===== src/rtl/fpnew_result_buffer.sv =====
// Purpose     : elastic result FIFO between an operation-group slice and the output arbiter.
// Latency     : 1 cycle push-to-head (0 cycles when FPNEW_RESULT_BUF_BYPASS_EN is defined and the buffer is empty).
// Backpressure: in_ready_o depends only on occupancy and flush_i, never combinationally on out_ready_i.
//
// Optional feature macro: FPNEW_RESULT_BUF_BYPASS_EN (empty-buffer combinational pass-through).
// Ports:
//   clk_i, rst_ni                        clock (rising edge), async active-low reset
//   result_i/status_i/extension_bit_i/   upstream entry fields
//   tag_i/aux_i, in_valid_i, in_ready_o  upstream handshake
//   flush_i                              synchronous discard of all contents
//   result_o/status_o/extension_bit_o/   head entry fields
//   tag_o/aux_o, out_valid_o, out_ready_i downstream handshake
//   fill_o                               registered occupancy
//   busy_o                               data held or arriving
module fpnew_result_buffer #(
  parameter int unsigned Width = 32,
  parameter int unsigned Depth = 2,
  parameter type         TagType = logic,
  parameter type         AuxType = logic
) (
  input  logic                       clk_i,
  input  logic                       rst_ni,
  input  logic [Width-1:0]           result_i,
  input  logic [4:0]                 status_i,
  input  logic                       extension_bit_i,
  input  TagType                     tag_i,
  input  AuxType                     aux_i,
  input  logic                       in_valid_i,
  output logic                       in_ready_o,
  input  logic                       flush_i,
  output logic [Width-1:0]           result_o,
  output logic [4:0]                 status_o,
  output logic                       extension_bit_o,
  output TagType                     tag_o,
  output AuxType                     aux_o,
  output logic                       out_valid_o,
  input  logic                       out_ready_i,
  output logic [$clog2(Depth+1)-1:0] fill_o,
  output logic                       busy_o
);

  localparam int unsigned CntW = $clog2(Depth + 1);
  // Depth=1 still needs a 1-bit pointer; it simply never leaves 0.
  localparam int unsigned PtrW = (Depth > 1) ? $clog2(Depth) : 1;

  localparam logic [1:0] OCC_EMPTY   = 2'd0;
  localparam logic [1:0] OCC_PARTIAL = 2'd1;
  localparam logic [1:0] OCC_FULL    = 2'd2;

  typedef struct packed {
    logic [Width-1:0] result;
    logic [4:0]       status;
    logic             extension_bit;
    TagType           tag;
    AuxType           aux;
  } entry_t;

  entry_t            mem [Depth];
  entry_t            in_entry;
  entry_t            head;
  logic [PtrW-1:0]   wr_ptr_q;
  logic [PtrW-1:0]   rd_ptr_q;
  logic [CntW-1:0]   count_q;
  logic [1:0]        occ;
  logic              bypass;
  logic              push;
  logic              wr_en;
  logic              rd_en;

  // Explicit wrap so non-power-of-two depths index only valid entries.
  function automatic logic [PtrW-1:0] next_ptr(input logic [PtrW-1:0] p);
    return (p == PtrW'(Depth - 1)) ? '0 : p + PtrW'(1);
  endfunction

  assign in_entry = '{result_i, status_i, extension_bit_i, tag_i, aux_i};

  always_comb begin
    occ = OCC_PARTIAL;
    if (count_q == '0)                occ = OCC_EMPTY;
    else if (count_q == CntW'(Depth)) occ = OCC_FULL;
  end

`ifdef FPNEW_RESULT_BUF_BYPASS_EN
  // Empty buffer and a consumer ready right now: hand the item straight through.
  assign bypass = (occ == OCC_EMPTY) & ~flush_i & in_valid_i & out_ready_i;
`else
  assign bypass = 1'b0;
`endif

  // A full buffer refuses input even if the head is leaving this cycle.
  assign in_ready_o  = (occ != OCC_FULL) | flush_i;
  assign out_valid_o = ((occ != OCC_EMPTY) & ~flush_i) | bypass;

  assign push  = in_valid_i & in_ready_o;
  assign wr_en = push & ~flush_i & ~bypass;
  assign rd_en = (occ != OCC_EMPTY) & ~flush_i & out_ready_i;

  assign head            = bypass ? in_entry : mem[rd_ptr_q];
  assign result_o        = head.result;
  assign status_o        = head.status;
  assign extension_bit_o = head.extension_bit;
  assign tag_o           = head.tag;
  assign aux_o           = head.aux;

  assign fill_o = count_q;
  assign busy_o = (count_q != '0) | in_valid_i;

  // Storage carries no reset; contents are only observable behind out_valid_o.
  always_ff @(posedge clk_i) begin
    if (wr_en) mem[wr_ptr_q] <= in_entry;
  end

  always_ff @(posedge clk_i or negedge rst_ni) begin
    if (!rst_ni) begin
      wr_ptr_q <= '0;
      rd_ptr_q <= '0;
      count_q  <= '0;
    end else if (flush_i) begin
      wr_ptr_q <= '0;
      rd_ptr_q <= '0;
      count_q  <= '0;
    end else begin
      if (wr_en) wr_ptr_q <= next_ptr(wr_ptr_q);
      if (rd_en) rd_ptr_q <= next_ptr(rd_ptr_q);
      case ({wr_en, rd_en})
        2'b10:   count_q <= count_q + CntW'(1);
        2'b01:   count_q <= count_q - CntW'(1);
        default: count_q <= count_q;
      endcase
    end
  end

endmodule


===== config.mk =====
export PLATFORM = sky130hd
export DESIGN_NAME = fpnew_result_buffer
export DESIGN_NICKNAME = d
export VERILOG_FILES = /design/src/rtl/fpnew_result_buffer.sv
export SDC_FILE = /design/constraint.sdc
export NUM_CORES = 1
export LEC_CHECK = 0
export ABC_AREA = 1
export CORE_MARGIN = 2
export CORE_UTILIZATION = 33
export CTS_CLUSTER_DIAMETER = 30
export DETAILED_ROUTE_END_ITERATION = 10
export PLACE_DENSITY = 0.7
export SKIP_CTS_REPAIR_TIMING = 1
export SYNTH_ARGS = -nofsm -noshare
export SYNTH_HDL_FRONTEND = slang
export SYNTH_SLANG_ARGS = --single-unit

===== constraint.sdc =====
create_clock -name clk_i -period 7.39 [get_ports clk_i]
set_input_delay 0.739 -clock clk_i [delete_from_list [all_inputs] [get_ports clk_i]]
set_output_delay 0.739 -clock clk_i [all_outputs]
set_load 0.03 [all_outputs]

==> results of run 1 <==
path summary, 6_finish.rpt:
| kind | slack, ns | to | start | depth (start not counted) |
|---|---|---|---|---|
| worst max-delay path | 4.49 | result_o[11] | rd_ptr_q | 4 |
| worst min-delay path | 0.60 | wr_ptr_q | wr_ptr_q | 1 |
| worst max register to register | 5.29 | mem[0][24] | fill_o[0] | 4 |
| worst min register to register | 0.60 | wr_ptr_q | wr_ptr_q | 1 |
| max in group asynchronous | 6.61 | rd_ptr_q | rst_ni | 1 |
| min in group asynchronous | 0.61 | fill_o[1] | rst_ni | 1 |
metal layers:
layer / global-route usage (%) / wire (µm) / vias up
met5: 0 / 0 / -
met4: 3.69 / 36 / 0
met3: 5.54 / 451 / 5
met2: 19.6 / 2890 / 66
met1: 13.1 / 2490 / 934
li1: - / - / 1021
worst reg2reg max path, delay by kind of cell (launching register included):
family / cells / cell delay (ns)
and+or+nand+nor: 3 / 1.18
DFF: 1 / 0.45
buffers and inverters: 1 / 0.06
stage by stage:
stage                     std cells  setup WS (ns)  hold slack [ns]  area [µm²]
final                           479           4.49            0.598        4370
after global routing            479           4.25            0.583        4370
after CTS                       479           4.41            0.587        4370
after detailed placement        463           4.41            0.589        4220
after global placement          463           4.46            0.571        4220
after floorplan                 253           4.31            0.443        3180
kinds of logic after synthesis:
kind of cell,count (synthesis),share of synthesized area (%)
AND/OR/NAND/NOR,149,18.7
flip-flops,84,78.6
buffers and inverters,18,2.32
AO/OA/AOI/OAI,2,0.314
state kept, by name, summed over array words and instances, names as in the netlist:
name and cells:
mem 80, rd_ptr_q 1, fill_o 2, wr_ptr_q 1
area by class of cell:
type	count	area, µm²
Fill cell	853	4910
Sequential cell	84	2500
Timing Repair Buffer	90	898
Multi-Input combinational cell	151	622
Tap cell	129	161
Clock buffer	12	135
Inverter	9	33.8
Clock inverter	4	18.8
where the power goes:
group / internal [mW] / total (mW) / switching, mW
Combinational: 0.191 / 0.511 / 0.319
Sequential: 0.570 / 0.588 / 0.0174
Clock: 0.120 / 0.265 / 0.146
cells in the final DEF, fill, tap and decap left out, drive strengths merged:
cell	count
dfrtp	4
inv	9
edfxtp	80
nand2	137
clkdlybuf4s50	89
buf	1
clkbuf	12
nor2	6
clkinv	4
nand3	5
o21ai	2
nor3	1
==> run_results.csv, run 1 <==
group,metric,value,unit
outcome,status,"completed",
finish,fin_nets,390,
clock_tree,clock-sinks,84,
critical_path,cp_top_family,"buffers and inverters",
global_route,grt_max_degree,43,
power,p_total,1.36,mW
clock_tree,cts_buffers,9,
power,p_per_area,312,nW/µm²
logic_synthesis,synth_area,3180,µm²
sta,period_share,39.3,%
global_route,grt_pass1_vias,1946,
place,port_buffers,89,
logic_synthesis,synthArstFlopShare,4.76,%
flow_run,drv_cap,0,
finish,antenna_cells,0,
power,ir_worst_vdd,0.159,mV
floorplanning,io_pins,90,
routing,vias_per_cell,4.23,
global_route,globalRouteOverflowTotal,0,
floorplanning,die_w,102,µm
clock_tree,cts-root-buf,"clkbuf_8",
sta,rsz0062_at_grt,"false",
logic_synthesis,yosysTopAreaCellShare,75.5,%
logic_synthesis,synth.avg_cell_area,12.6,µm²
critical_path,critPathKind,"register to output port",
logic_synthesis,ys.flop_type,"edfxtp_1",
sta,hold_viol,0,
logic_synthesis,yosys-top-cells-area,"edfxtp_1 (75%), nand2_1 (16%), dfrtp_1 (3.1%), buf_2 (0.79%), inv_1 (0.71%)",
place,gp_congestion,0.825,
power,p_leak,1.68,nW
logic_synthesis,synth_common_cells,"nand2_1 (133), edfxtp_1 (80), inv_1 (6)",
clock_tree,ctsLongestPathBuffers,2,
sta,setup_violations,0,
clock_tree,clkSlewWorstSetupHoldPaths,0.08,ns
clock_tree,htree_num_levels,3,
sta,slew_headroom,20.9,%
sta,fin_setup_tns,0,ns
logic_synthesis,netlist_instances,253,
logic_synthesis,synth_most_common_cell,"nand2_1",
logic_synthesis,yosysSeqAreaShare,78.6,%
finish,drive_gt1_share,7.14,%
global_route,grt_pass1_wl,9010,µm
routing,wire_per_inst,12.2,µm
finish,final_util,47.1,%
floorplanning,fp.coreArea,9280,µm²
floorplanning,dieArea,10400,µm²
sta,period_minus_slack,2.90,ns
routing,postRouteAntennaNets,0,
floorplanning,floorplan.initialDensity,34.3,%
logic_synthesis,yosysTopAreaCell,"edfxtp_1",
critical_path,critPathMostFrequentCell,"nand2_1",
critical_path,slowest_delay,0.67,ns
critical_path,worst_path_max_delay_cell,"clkdlybuf4s50_1",
sta,clock_skew,0.00833,ns
global_route,grt_antenna_before_repair,0,
logic_synthesis,synth_cell_types,17,
logic_synthesis,synth_edf_count,80,
clock_tree,clock_latency,0.33,ns
routing,postRouteWirelength,5870,µm
critical_path,worstPathRequired,6.65,ns
critical_path,path_buf_inv,2,
floorplanning,row_count,35,
clock_tree,cts_tree,"built",
critical_path,end_kind,"output port",
sta,worst_slew_pin_slew,1.18,ns
critical_path,crit_path_start_kind,"register",
logic_synthesis,syn_nets,298,
sta,fmaxAchievable,344,MHz
routing,drt_iter0_markers,77,
critical_path,path_cells,"inv_2 -> nand2_1 -> nand2_1 -> clkdlybuf4s50_1",
global_route,grt_use_total,11.6,%
critical_path,arrival,2.16,ns
floorplanning,die_h,102,µm
sta,slew_viol_final,0,
routing,vias,2026,
hold_path,hold_path_class,"register to register",
logic_synthesis,synth-seq-cells,84,
routing,post-route-drc-count,0,
routing,drt-pass1-iter-count,4,
logic_synthesis,ys_warn_count,0,
critical_path,crit_fanout,42,
place,dpl.hpwl,3770,µm
finish,area_growth,37.3,%
No activity file was read; power rests on OpenSTA's default activity.
==> run 2: changes to the inputs <==
==> constraint.sdc (replaced) <==
create_clock -name clk_i -period 3 [get_ports clk_i]
set_input_delay 0.3 -clock clk_i [delete_from_list [all_inputs] [get_ports clk_i]]
set_output_delay 0.3 -clock clk_i [all_outputs]
set_load 0.03 [all_outputs]
==> run 2 against run 1 <==
  * Core utilization rose by 0.77 points
  * Combinational power rose to 2.5 times the previous value
  * Register-to-register slack got worse by 4.1 ns
  * Sequential share of layout area fell by 0.92 points
  * Largest cell class unchanged
  * First-iteration DRC count rose by 52%
  * Critical endpoint is now result_o[31]
  * Worst setup slack got worse by 4.0 ns
  * Sequential cell count did not move
  * Largest power group unchanged
==> run_results.csv, run 2 (synthesis results as in run 1) <==
group,metric,value,unit
outcome,status,"completed",
finish,antenna_cells,0,
critical_path,crit_fanout,42,
finish,final_cell_mix,"nand2_1 (133), clkdlybuf4s50_1 (85), edfxtp_1 (80)",
sta,rsz0062_at_grt,"false",
floorplanning,floorplan.initialDensity,34.3,%
sta,setup_violations,0,
clock_tree,cts_buffers,9,
floorplanning,die_h,102,µm
floorplanning,row_count,35,
routing,post-route-drc-count,0,
clock_tree,cts-root-buf,"clkbuf_8",
critical_path,crit_path_start_kind,"register",
finish,area_growth,39.6,%
finish,drive_gt1_share,9.38,%
sta,period_share,83.2,%
critical_path,reg2reg_slack,1.24,ns
power,ir_worst_vdd,0.411,mV
routing,drt_iter0_markers,117,
place,dpl.hpwl,4170,µm
place,port_buffers,89,
power,p_per_area,789,nW/µm²
finish,largest_reg_flops,80,
routing,postRouteAntennaNets,0,
finish,fin_nets,392,
routing,wire_per_inst,13.2,µm
floorplanning,die_w,102,µm
routing,drt-pass1-iter-count,4,
sta,fmaxAchievable,401,MHz
hold_path,hold_path_class,"input pin to async pin",
sta,worst_slew_pin_slew,0.743,ns
routing,vias,2033,
global_route,grt_pass1_vias,2108,
sta,slew_viol_final,0,
sta,fin_setup_tns,0,ns
global_route,grt_max_degree,43,
clock_tree,clock_latency,0.34,ns
place,gp_congestion,0.809,
clock_tree,clock-sinks,84,
floorplanning,io_pins,90,
sta,slew_headroom,50.5,%
clock_tree,htree_num_levels,3,
clock_tree,ctsLongestPathBuffers,2,
critical_path,worstPathRequired,2.70,ns
clock_tree,cts_tree,"built",
power,p_total,3.51,mW
global_route,grt_antenna_before_repair,0,
routing,postRouteWirelength,6350,µm
finish,regMostFlops,"mem",
place,dp_cells,465,
sta,period_minus_slack,2.49,ns
critical_path,end_kind,"output port",
global_route,globalRouteOverflowTotal,0,
critical_path,critPathKind,"register to output port",
critical_path,arrival,2.19,ns
floorplanning,dieArea,10400,µm²
clock_tree,clkSlewWorstSetupHoldPaths,0.08,ns
global_route,grt_pass1_wl,9920,µm
power,p_leak,1.71,nW
finish,fin_cells,481,
sta,hold_viol,0,
floorplanning,fp.coreArea,9280,µm²
routing,vias_per_cell,4.23,
flow_run,drv_cap,0,
finish,layout_commonest_cell,"nand2_1",
sta,clock_skew,0.00841,ns
global_route,grt_use_total,12.9,%
## run 2: changes by cell type in the layout (fill, tap and decap cells not counted)
cell             before  now
clkinv_1              1    0
clkbuf_1              3    2
bufinv_16             0    1
buf_4                 1    5
clkinvlp_4            0    2
clkinv_2              3    1
buf_12                0    2
clkdlybuf4s50_1      89   85
clkbuf_8              9   10
## run 2: final cells by class
type / instances / area (µm²)
Tap cell: 129 / 161
Inverter: 9 / 33.8
Fill cell: 853 / 4840
Multi-Input combinational cell: 151 / 622
Sequential cell: 84 / 2500
Clock buffer: 12 / 145
Timing Repair Buffer: 92 / 928
Clock inverter: 4 / 50.0
## run 2: through the flow
step	setup slack, ns	hold slack (ns)	utilization [%]	area [µm²]
final	0.505	0.153	47.9	4440
after global routing	0.295	0.148	47.9	4440
after CTS	0.476	0.146	47.9	4440
after detailed placement	0.807	0.525	45.8	4250
after global placement	0.852	0.522	45.8	4250
after floorplan	0.0323	0.00441	-	3180
## run 2: final timing paths
| kind | start | to | depth (start not counted) |
|---|---|---|---|
| max in group asynchronous | rst_ni | wr_ptr_q | 1 |
| worst max register to register | fill_o[0] | mem[0][34] | 5 |
| min in group clk_i | result_i[28] | mem[1][36] | 1 |
| worst min-delay path | rst_ni | fill_o[0] | 1 |
| worst max-delay path | rd_ptr_q | result_o[31] | 4 |
| worst min register to register | wr_ptr_q | wr_ptr_q | 1 |
## run 2: worst max-delay path, cell delays in order, from the launching register on
cell and delay (ns):
dfrtp_1 0.39, inv_2 0.53, nand2_1 0.11, nand2_1 0.11, clkdlybuf4s50_1 0.68
## run 2: where the power goes
group          switching, mW  total (mW)  internal, mW
registers             0.0424        1.44          1.40
logic                  0.802        1.28         0.476
clock network          0.377       0.783         0.407
## run 2: layer usage
metal / routed length, µm / up-vias / track usage (%)
met5: 0 / - / 0
met4: 109 / 0 / 4.92
met3: 436 / 9 / 4.58
met2: 3040 / 78 / 21.2
met1: 2760 / 923 / 15.8
li1: - / 1023 / -
==> run 3: changes to the inputs <==
==> constraint.sdc (replaced) <==
create_clock -name clk_i -period 2.41 [get_ports clk_i]
set_input_delay 0.241 -clock clk_i [delete_from_list [all_inputs] [get_ports clk_i]]
set_output_delay 0.241 -clock clk_i [all_outputs]
set_load 0.03 [all_outputs]
==> run 3 against run 2 <==
  * Via count is 1.6% higher
  * Non-clock buffer count is 5 higher
  * Power is 23% higher
  * Core utilization stayed put
  * Design area stayed put
  * Critical path type unchanged
  * Largest cell class unchanged
  * Largest power group unchanged
==> run_results.csv, run 3 (synthesis results as in run 1) <==
group,metric,value,unit
outcome,status,"completed",
routing,wire_per_inst,12.9,µm
finish,fin_nets,397,
clock_tree,cts_buffers,9,
floorplanning,floorplan.initialDensity,34.3,%
global_route,grt_max_degree,23,
power,p_per_area,974,nW/µm²
finish,final_cell_mix,"nand2_1 (133), clkdlybuf4s50_1 (85), edfxtp_1 (80)",
floorplanning,die_h,102,µm
finish,area_growth,39.6,%
power,ir_worst_vdd,0.410,mV
sta,period_minus_slack,2.16,ns
routing,drt-pass1-iter-count,4,
clock_tree,htree_num_levels,3,
routing,postRouteAntennaNets,0,
critical_path,crit_path_start_kind,"register",
global_route,grt_use_total,12.6,%
finish,largest_reg_flops,80,
critical_path,end_kind,"output port",
global_route,globalRouteOverflowTotal,0,
finish,antenna_cells,0,
routing,post-route-drc-count,0,
floorplanning,row_count,35,
clock_tree,cts-root-buf,"clkbuf_8",
sta,setup_violations,0,
global_route,grt_pass1_vias,2147,
global_route,grt_use_met3,3.76,%
global_route,grt-busiest-layer,"met2",
finish,layout_commonest_cell,"nand2_1",
global_route,grt_pass1_wl,9880,µm
clock_tree,ctsLongestPathBuffers,2,
global_route,grt_antenna_before_repair,0,
sta,fmaxAchievable,464,MHz
power,p_total,4.33,mW
floorplanning,die_w,102,µm
hold_path,hold_path_class,"input pin to async pin",
sta,slew_viol_final,0,
critical_path,startpoint,"rd_ptr_q",
clock_tree,clkSlewWorstSetupHoldPaths,0.08,ns
sta,worst_slew_pin_slew,0.342,ns
critical_path,crit_path_end,"status_o[0]",
sta,clock_skew,0.00774,ns
sta,hold_viol,0,
global_route,use_met1,14.4,%
place,port_buffers,89,
floorplanning,dieArea,10400,µm²
critical_path,critPathKind,"register to output port",
routing,postRouteWirelength,6260,µm
critical_path,r2r-start,"fill_o[0]",
routing,drt_iter0_markers,40,
floorplanning,fp.coreArea,9280,µm²
sta,slew_headroom,77.1,%
routing,vias,2066,
critical_path,arrival,1.91,ns
sta,rsz0062_at_grt,"false",
sta,fin_setup_tns,0,ns
sta,period_share,89.4,%
finish,drive_gt1_share,10.4,%
routing,vias_per_cell,4.25,
clock_tree,cts_tree,"built",
floorplanning,io_pins,90,
critical_path,worstPathRequired,2.17,ns
place,gp_congestion,0.852,
finish,regMostFlops,"mem",
critical_path,reg2reg_slack,0.91,ns
clock_tree,clock_latency,0.34,ns
power,p_leak,1.73,nW
critical_path,crit_fanout,22,
global_route,grt_util_met2,22.1,%
clock_tree,clock-sinks,84,
critical_path,r2r-end,"mem[0][4]",
place,dpl.hpwl,4170,µm
flow_run,drv_cap,0,
critical_path,reg2regPathDepth,5,
-- run 3: cell types whose count changed in the layout (fill, tap and decap cells not counted), sizes merged --
cell,before,now
clkinvlp,2,1
buf,7,12
clkbuf,12,10
clkinv,1,4
-- run 3: per-stage QoR --
step / utilization (%) / std cells / worst slack, ns / area, µm² / hold WS [ns]
2_1_floorplan: - / 253 / -0.558 / 3180 / -0.0546
6_report: 47.9 / 486 / 0.255 / 4440 / 0.110
3_5_place_dp: 45.9 / 470 / 0.512 / 4260 / 0.474
3_3_place_gp: 45.9 / 470 / 0.520 / 4260 / 0.469
4_1_cts: 47.9 / 486 / 0.203 / 4440 / 0.102
5_1_grt: 47.9 / 486 / 0.124 / 4440 / 0.101
-- run 3: worst min path at each step --
| stage | end | slack, ns | from | depth (start not counted) |
|---|---|---|---|---|
| final | rd_ptr_q | 0.11 | rst_ni | 1 |
| after global routing | rd_ptr_q | 0.10 | rst_ni | 1 |
| after CTS | rd_ptr_q | 0.10 | rst_ni | 1 |
| after detailed placement | fill_o[0] | 0.47 | rst_ni | 1 |
| after global placement | fill_o[0] | 0.47 | rst_ni | 1 |
| after floorplan | fill_o[0] | -0.05 | rst_ni | 0 |
-- run 3: power breakdown --
group	switching, mW	total (mW)	internal [mW]
Sequential	0.0528	1.80	1.75
Combinational	0.998	1.60	0.605
Clock	0.458	0.927	0.469
Total	1.51	4.33	2.82
-- run 3: area by class of cell --
| class | count | area [µm²] |
|---|---|---|
| clock buffer | 10 | 128 |
| clock inverter | 6 | 55.1 |
| fill | 871 | 4840 |
| inverter | 9 | 33.8 |
| multi-input combinational | 151 | 622 |
| sequential | 84 | 2500 |
| tap | 129 | 161 |
| timing repair buffer | 97 | 941 |
-- run 3: worst max-delay path: stages (launching register included) --
cell and delay (ns):
dfrtp_1 0.41, inv_2 0.06, buf_4 0.25, nand2_1 0.09, nand2_1 0.07, clkdlybuf4s50_1 0.69
-- run 3: metal layers --
metal / wire length [µm] / part of all wire [%]
met3: 373 / 6.0
met4: 54 / 0.86
met2: 3110 / 50
met5: 0 / 0
met1: 2720 / 43
